File: src/rtl/uart_pkg.sv
// Shared UART types and constants: receiver FSM states, parity-mode
// encodings and an elaboration-time parameter legality check.
package uart_pkg;

    typedef enum logic [2:0] {
        ST_IDLE      = 3'd0,
        ST_START     = 3'd1,
        ST_DATA      = 3'd2,
        ST_PARITY    = 3'd3,
        ST_STOP      = 3'd4,
        ST_WAIT_IDLE = 3'd5
    } rx_state_e;

    localparam int unsigned PARITY_NONE = 0;
    localparam int unsigned PARITY_EVEN = 1;
    localparam int unsigned PARITY_ODD  = 2;

    // True when a receiver parameter set is supported
    function automatic bit rx_params_legal(
        input int unsigned data_width,
        input int unsigned oversample,
        input int unsigned parity_mode,
        input int unsigned stop_bits,
        input int unsigned prescale_width
    );
        return (data_width >= 5) && (data_width <= 9) &&
               ((oversample == 8) || (oversample == 16)) &&
               (parity_mode <= PARITY_ODD) &&
               ((stop_bits == 1) || (stop_bits == 2)) &&
               (prescale_width >= 1);
    endfunction

    // 2-of-3 vote used for noise-tolerant bit sampling
    function automatic logic majority3(input logic a, input logic b, input logic c);
        return (a & b) | (a & c) | (b & c);
    endfunction

endpackage

File: src/rtl/uart_baud_tick.sv
// Oversample tick generator: one tick every prescale+1 clocks.
// The divisor is captured while clear is high, so a running frame
// never sees a prescale change.
module uart_baud_tick
    import uart_pkg::*;
#(
    parameter int unsigned PrescaleWidth = 16
) (
    input  logic                     clk,
    input  logic                     rst,
    input  logic                     clear,
    input  logic [PrescaleWidth-1:0] prescale,
    output logic                     tick
);

    logic [PrescaleWidth-1:0] cnt;
    logic [PrescaleWidth-1:0] limit;

    // Divider counter with registered tick output
    always_ff @(posedge clk or posedge rst) begin
        if (rst) begin
            cnt   <= '0;
            limit <= '0;
            tick  <= 1'b0;
        end else if (clear) begin
            cnt   <= '0;
            limit <= prescale;
            tick  <= 1'b0;
        end else if (cnt == limit) begin
            cnt   <= '0;
            tick  <= 1'b1;
        end else begin
            cnt   <= cnt + PrescaleWidth'(1);
            tick  <= 1'b0;
        end
    end

endmodule

File: src/rtl/uart_rx_cfg.sv
// Configurable UART receiver with a valid/ready output word and one-cycle
// error pulses. Optional build macro UART_RX_MAJORITY_EN selects 2-of-3
// majority sampling around mid-bit; timing is the same either way.
module uart_rx_cfg
    import uart_pkg::*;
#(
    parameter int unsigned DataWidth     = 8,
    parameter int unsigned Oversample    = 16,
    parameter int unsigned ParityMode    = 0,
    parameter int unsigned StopBits      = 1,
    parameter int unsigned PrescaleWidth = 16
) (
    input  logic                     clk,
    input  logic                     rst,
    input  logic [PrescaleWidth-1:0] prescale_i,
    input  logic                     rxd_i,
    output logic [DataWidth-1:0]     m_data_o,
    output logic                     m_valid_o,
    input  logic                     m_ready_i,
    output logic                     frame_err_o,
    output logic                     parity_err_o,
    output logic                     overrun_o,
    output logic                     busy_o
);

    localparam int unsigned TickWidth   = $clog2(Oversample);
    localparam int unsigned BitCntWidth = 4;
    localparam logic [TickWidth-1:0]   TickMid    = TickWidth'(Oversample / 2);
    localparam logic [TickWidth-1:0]   TickDecide = TickWidth'(Oversample / 2 + 1);
    localparam logic [BitCntWidth-1:0] LastData   = BitCntWidth'(DataWidth - 1);
    localparam logic [BitCntWidth-1:0] LastStop   = BitCntWidth'(StopBits - 1);

    if (!rx_params_legal(DataWidth, Oversample, ParityMode, StopBits, PrescaleWidth)) begin : g_param_check
        $error("uart_rx_cfg: unsupported parameter combination");
    end

    // Synchronizer and edge detector
    logic       sync_meta;
    logic       line;
    logic [1:0] sync_fill;
    logic       line_prev;
    logic       start_edge;

    // Two-flop synchronizer; line_prev only trusts the line once the
    // pipeline holds real samples, so a line low out of reset is no edge
    always_ff @(posedge clk or posedge rst) begin
        if (rst) begin
            sync_meta <= 1'b1;
            line      <= 1'b1;
            sync_fill <= 2'b00;
            line_prev <= 1'b0;
        end else begin
            sync_meta <= rxd_i;
            line      <= sync_meta;
            sync_fill <= {sync_fill[0], 1'b1};
            line_prev <= line & sync_fill[1];
        end
    end

    assign start_edge = line_prev & ~line;

    // FSM and datapath registers
    rx_state_e              state, state_nxt;
    logic [TickWidth-1:0]   tick_cnt, tick_cnt_nxt;
    logic [BitCntWidth-1:0] bit_cnt, bit_cnt_nxt;
    logic [DataWidth-1:0]   shreg, shreg_nxt;
    logic                   par_err, par_err_nxt;
    logic                   stop_err, stop_err_nxt;
    logic [DataWidth-1:0]   m_data_nxt;
    logic                   m_valid_nxt;
    logic                   frame_err_nxt;
    logic                   parity_err_nxt;
    logic                   overrun_nxt;
    logic                   busy_nxt;

    logic tick;
    logic baud_clear;
    logic decide;
    logic bit_val;
    logic par_bad;
    logic stop_low;

    assign baud_clear = (state == ST_IDLE) || (state == ST_WAIT_IDLE);

    uart_baud_tick #(
        .PrescaleWidth(PrescaleWidth)
    ) u_baud_tick (
        .clk      (clk),
        .rst      (rst),
        .clear    (baud_clear),
        .prescale (prescale_i),
        .tick     (tick)
    );

    // Each bit is resolved one tick after its mid-point in both builds
    assign decide = tick && (tick_cnt == TickDecide);

`ifdef UART_RX_MAJORITY_EN
    localparam logic [TickWidth-1:0] TickEarly = TickWidth'(Oversample / 2 - 1);
    logic samp_early;
    logic samp_mid;

    // Capture the two samples preceding the decision tick
    always_ff @(posedge clk or posedge rst) begin
        if (rst) begin
            samp_early <= 1'b1;
            samp_mid   <= 1'b1;
        end else if (tick) begin
            if (tick_cnt == TickEarly) samp_early <= line;
            if (tick_cnt == TickMid)   samp_mid   <= line;
        end
    end

    assign bit_val = majority3(samp_early, samp_mid, line);
`else
    logic samp_mid;

    // Capture the single mid-bit sample
    always_ff @(posedge clk or posedge rst) begin
        if (rst) begin
            samp_mid <= 1'b1;
        end else if (tick && (tick_cnt == TickMid)) begin
            samp_mid <= line;
        end
    end

    assign bit_val = samp_mid;
`endif

    assign par_bad  = (ParityMode == PARITY_ODD) ? ~(^shreg ^ bit_val) : (^shreg ^ bit_val);
    assign stop_low = stop_err | ~bit_val;

    // State and datapath registers
    always_ff @(posedge clk or posedge rst) begin
        if (rst) begin
            state        <= ST_IDLE;
            tick_cnt     <= '0;
            bit_cnt      <= '0;
            shreg        <= '0;
            par_err      <= 1'b0;
            stop_err     <= 1'b0;
            m_data_o     <= '0;
            m_valid_o    <= 1'b0;
            frame_err_o  <= 1'b0;
            parity_err_o <= 1'b0;
            overrun_o    <= 1'b0;
            busy_o       <= 1'b0;
        end else begin
            state        <= state_nxt;
            tick_cnt     <= tick_cnt_nxt;
            bit_cnt      <= bit_cnt_nxt;
            shreg        <= shreg_nxt;
            par_err      <= par_err_nxt;
            stop_err     <= stop_err_nxt;
            m_data_o     <= m_data_nxt;
            m_valid_o    <= m_valid_nxt;
            frame_err_o  <= frame_err_nxt;
            parity_err_o <= parity_err_nxt;
            overrun_o    <= overrun_nxt;
            busy_o       <= busy_nxt;
        end
    end

    // Next-state, bit assembly, error and output-word logic
    always_comb begin
        state_nxt      = state;
        tick_cnt_nxt   = tick_cnt;
        bit_cnt_nxt    = bit_cnt;
        shreg_nxt      = shreg;
        par_err_nxt    = par_err;
        stop_err_nxt   = stop_err;
        m_data_nxt     = m_data_o;
        m_valid_nxt    = m_valid_o & ~m_ready_i;
        frame_err_nxt  = 1'b0;
        parity_err_nxt = 1'b0;
        overrun_nxt    = 1'b0;

        if (tick) begin
            tick_cnt_nxt = tick_cnt + TickWidth'(1);
        end

        case (state)
            ST_IDLE: begin
                tick_cnt_nxt = '0;
                if (start_edge) begin
                    state_nxt    = ST_START;
                    bit_cnt_nxt  = '0;
                    par_err_nxt  = 1'b0;
                    stop_err_nxt = 1'b0;
                end
            end
            ST_START: begin
                if (decide) begin
                    state_nxt = bit_val ? ST_IDLE : ST_DATA;
                end
            end
            ST_DATA: begin
                if (decide) begin
                    shreg_nxt = {bit_val, shreg[DataWidth-1:1]};
                    if (bit_cnt == LastData) begin
                        bit_cnt_nxt = '0;
                        state_nxt   = (ParityMode == PARITY_NONE) ? ST_STOP : ST_PARITY;
                    end else begin
                        bit_cnt_nxt = bit_cnt + BitCntWidth'(1);
                    end
                end
            end
            ST_PARITY: begin
                if (decide) begin
                    par_err_nxt = par_bad;
                    state_nxt   = ST_STOP;
                end
            end
            ST_STOP: begin
                if (decide) begin
                    if (bit_cnt == LastStop) begin
                        frame_err_nxt  = stop_low;
                        parity_err_nxt = par_err;
                        if (stop_low) begin
                            state_nxt = ST_WAIT_IDLE;
                        end else begin
                            state_nxt = ST_IDLE;
                            if (!par_err) begin
                                if (!m_valid_o || m_ready_i) begin
                                    m_data_nxt  = shreg;
                                    m_valid_nxt = 1'b1;
                                end else begin
                                    overrun_nxt = 1'b1;
                                end
                            end
                        end
                    end else begin
                        bit_cnt_nxt  = bit_cnt + BitCntWidth'(1);
                        stop_err_nxt = stop_low;
                    end
                end
            end
            ST_WAIT_IDLE: begin
                if (line) begin
                    state_nxt = ST_IDLE;
                end
            end
            default: begin
                state_nxt = ST_IDLE;
            end
        endcase

        busy_nxt = (state_nxt != ST_IDLE);
    end

endmodule
File: config.mk
export PLATFORM = sky130hd
export DESIGN_NAME = uart_rx_cfg
export DESIGN_NICKNAME = d
export VERILOG_FILES = /design/src/rtl/uart_pkg.sv /design/src/rtl/uart_baud_tick.sv /design/src/rtl/uart_rx_cfg.sv
export SDC_FILE = /design/constraint.sdc
export NUM_CORES = 1
export LEC_CHECK = 0
export BUFFER_PORTS_ARGS = -buffer_cell sky130_fd_sc_hd__buf_2
export CAP_MARGIN = 20
export CORE_MARGIN = 1
export CORE_UTILIZATION = 55
export DETAILED_ROUTE_END_ITERATION = 6
export PLACE_DENSITY = 0.79
export SLEW_MARGIN = 10
export SYNTH_ARGS = -nofsm -noshare
export SYNTH_HDL_FRONTEND = slang
export SYNTH_HIERARCHICAL = 1
export SYNTH_SLANG_ARGS = --single-unit
File: constraint.sdc
create_clock -name clk -period 3.5 [get_ports clk]
set_input_delay 0.7 -clock clk [delete_from_list [all_inputs] [get_ports clk]]
set_output_delay 0.7 -clock clk [all_outputs]
set_load 0.005 [all_outputs]
==> flow_summary.yaml <==
setup_path:
  cpPeakStageDelay_ns: 0.57
  slowest_stage: "nor2_1"
  worstSetupEndpointType: "register"
  cp_top_family: "simple AND/OR/NAND/NOR gates"
  path_max_fanout: 14
  cp.arrival_ns: 2.34
  worst-path-buf-inv: 1
  cp.required_ns: 3.71
  start_kind: "register"
  path_class: "reg -> reg"
  crit_chain: "xor2_1 > nor2_1 > buf_4 > mux2_2"
die:
  die_h_um: 82.5
  die-area_mm2: 0.00681
  die_x_um: 82.5
  num_rows: 28
  pin_count: 33
  core_region_area_mm2: 0.00610
  initial_core_util: 0.585
clock_network:
  cts_buffer_depth: 2
  clkTransAtPathRegs_ns: 0.07
  cts_buffers: 9
  cts_setup_buffers: 0
  cts_resized: 0
  clock-sinks: 73
  clk_latency_ns: 0.34
  cts.htree.levels: 3
  cts-root-buf: "clkbuf_8"
  postCtsHoldBufs: 0
  cts_tree: "built"
min_path:
  holdCritPathClass: "reg -> reg"
power:
  p_leak_nw: 1.91
  pwr_density_cell_mw_per_mm2: 503
  vdd_drop_max_v: 0.000368
routing:
  wl_per_cell_um: 15.2
  routed_wirelength_um: 6230
  drt_iter0_markers: 139
  drtPass1Iterations: 4
  via_per_inst: 5.54
  drc: 0
  drtAntennaViolNets: 0
  num_vias: 2270
timing:
  clock_skew_ns: 0.00857
  timing.fmax_ghz: 0.470
  relSlewSlack: 0.517
  setup_viol: 0
  fin_crit_ns: 2.13
  fin_setup_tns_ns: 0
  rsz0062_at_grt: "false"
  worst_pin_slew_ns: 0.721
  finalHoldViolations: 0
  slew_viol_final: 0
  fin_crit_sh: 0.608
grt:
  grt-ovfl-total: 0
  grt_pass1_vias: 2140
  grt_max_degree: 34
  grt_pass1_wl_um: 10300
  track_usage: 0.208
  antenna_found_initial: 0
synthesis:
  yosysSeqAreaShare: 0.513
  synth_seq_cells: 73
  synth_top_area_frac: 0.491
  avgSynthCellArea_um2: 12.1
  synthArstFlopShare: 1.00
  synth.net_count: 320
  yosys-top-cells-area: "dfrtp_1, mux2_2, xor2_1"
  ys_types: 63
  synth-edff-count: 0
  netlist_instances: 294
  synth_largest_area_cell: "dfrtp_1"
  yosysWarnings: 6
  synth_ff_type: "dfrtp_1"
  syn_area_mm2: 0.00357
place:
  gp_routability_congestion: 0.824
  post_dp_cell_area_mm2: 0.00377
  place_hpwl_um: 4440
  placement.io_buffers: 32
final_layout:
  area_delta_synth_final_pct: 11.0
  stdcell_area_mm2: 0.00396
  nets: 356
  antenna_cells: 0
  drive_above_1_share: 0.290
outcome:
  status: "finished clean"
job:
  cap_violations: 0
[placed cells by master (no fill, tap or decap), types with 2 or more instances in the layout]
master | netlist | routed
nand2_1 | 11 | 11
and2_1 | 3 | 3
buf_4 | 2 | 3
nand2b_1 | 3 | 3
a32o_1 | 2 | 2
xnor2_1 | 11 | 11
nand4_1 | 6 | 6
mux2_2 | 25 | 25
clkbuf_1 | 1 | 6
nor3b_1 | 2 | 2
clkbuf_8 | 0 | 10
ha_1 | 6 | 6
o21ai_0 | 3 | 3
or3_1 | 2 | 2
mux2_4 | 8 | 8
dfstp_2 | 3 | 3
xor2_1 | 27 | 27
and3_1 | 2 | 2
nor4_1 | 5 | 5
nor2_1 | 25 | 25
dfrtp_1 | 70 | 70
nand3b_1 | 4 | 4
nor3_1 | 3 | 3
a21oi_1 | 3 | 3
buf_2 | 4 | 32
inv_1 | 11 | 11
nand3_1 | 11 | 11
mux2i_1 | 3 | 3
o31ai_1 | 2 | 2
[cell type report]
class	count	area (um2)
timing repair buffer	36	210
clock buffer	16	160
fill	495	2130
inverter	11	41.3
multi-input combinational	199	1630
tap	75	93.8
sequential	73	1830
[cells in the mapped netlist (all sizes together) (2+ instances only)]
| cell type | n |
|---|---|
| clkbuf | 2 |
| dfrtp | 70 |
| nor3 | 5 |
| xnor2 | 11 |
| nor2 | 25 |
| buf | 9 |
| nand3b | 4 |
| ha | 6 |
| o21ai | 3 |
| nand3 | 11 |
| o31ai | 2 |
| a21oi | 4 |
| mux2 | 33 |
| or3b | 2 |
| and2 | 3 |
| nor3b | 3 |
| a32o | 2 |
| dfstp | 3 |
| inv | 11 |
| nand2b | 3 |
| nor4 | 5 |
| or3 | 2 |
| and3 | 3 |
| nand2 | 11 |
| and4 | 2 |
| nand4b | 2 |
| mux2i | 3 |
| nand4 | 8 |
| xor2 | 27 |
[cell families (layout without fill, tap and decap cells)]
logic type | Yosys count | count (layout) | synth area share
fa+ha+maj | 6 | 6 | 0.0210
buf+inv | 22 | 63 | 0.0312
flops | 73 | 73 | 0.513
simple gates | 95 | 95 | 0.167
mux | 36 | 36 | 0.121
compound gates | 22 | 22 | 0.0463
other cells | 1 | 1 | 0.00105
xor+xnor | 39 | 39 | 0.0996
[layer usage]
layer | GRT usage | part of all wire | up-vias
li1 | - | - | 1099
met1 | 0.300 | 0.51 | 1123
met2 | 0.300 | 0.44 | 37
met3 | 0.0330 | 0.023 | 11
met4 | 0.110 | 0.024 | 0
met5 | 0 | 0 | -
[stage by stage]
stage	setup WS, ns	hold WS (ns)	instances	util	power [mW]
5_1_grt	1.22	0.363	410	0.650	2.10
2_1_floorplan	1.55	0.331	294	-	1.35
6_report	1.37	0.352	410	0.650	1.99
4_1_cts	1.36	0.353	409	0.645	2.01
3_5_place_dp	1.41	0.337	393	0.619	1.44
3_3_place_gp	1.46	0.332	393	0.619	1.42
[state kept, by name, summed over array words and instances (netlist names)]
| signal | cells |
|---|---|
| overrun_o | 1 |
| stop_err | 1 |
| sync_fill | 2 |
| parity_err_o | 1 |
| tick_cnt | 4 |
| shreg | 8 |
| state | 3 |
| sync_meta | 1 |
| busy_o | 1 |
| u_baud_tick/limit | 16 |
| frame_err_o | 1 |
| bit_cnt | 4 |
| m_valid_o | 1 |
| par_err | 1 |
| u_baud_tick/tick | 1 |
| line | 1 |
| m_data_o | 8 |
| bit_val | 1 |
| line_prev | 1 |
| u_baud_tick/cnt | 16 |
[path summary, 6_finish.rpt]
| path | startpoint | end | slack (ns) | cells after the start |
|---|---|---|---|---|
| hold reg to reg | sync_fill[0] | sync_fill[1] | 0.35 | 0 |
| setup reg to reg | state[0] | u_baud_tick/limit[5] | 1.37 | 4 |
| min in group asynchronous | rst | m_data_o[6] | 0.38 | 2 |
| max in group asynchronous | rst | line_prev | 2.40 | 4 |
| hold / removal | sync_fill[0] | sync_fill[1] | 0.35 | 0 |
| setup / recovery | state[0] | u_baud_tick/limit[5] | 1.37 | 4 |
[report_power, final]
part	leakage (nW)	switching, mW	internal, mW
combinational	0.876	0.158	0.184
clock	0.0790	0.279	0.279
sequential	0.954	0.124	0.969
total	1.91	0.561	1.43
Power figures use the tool's default switching activity.
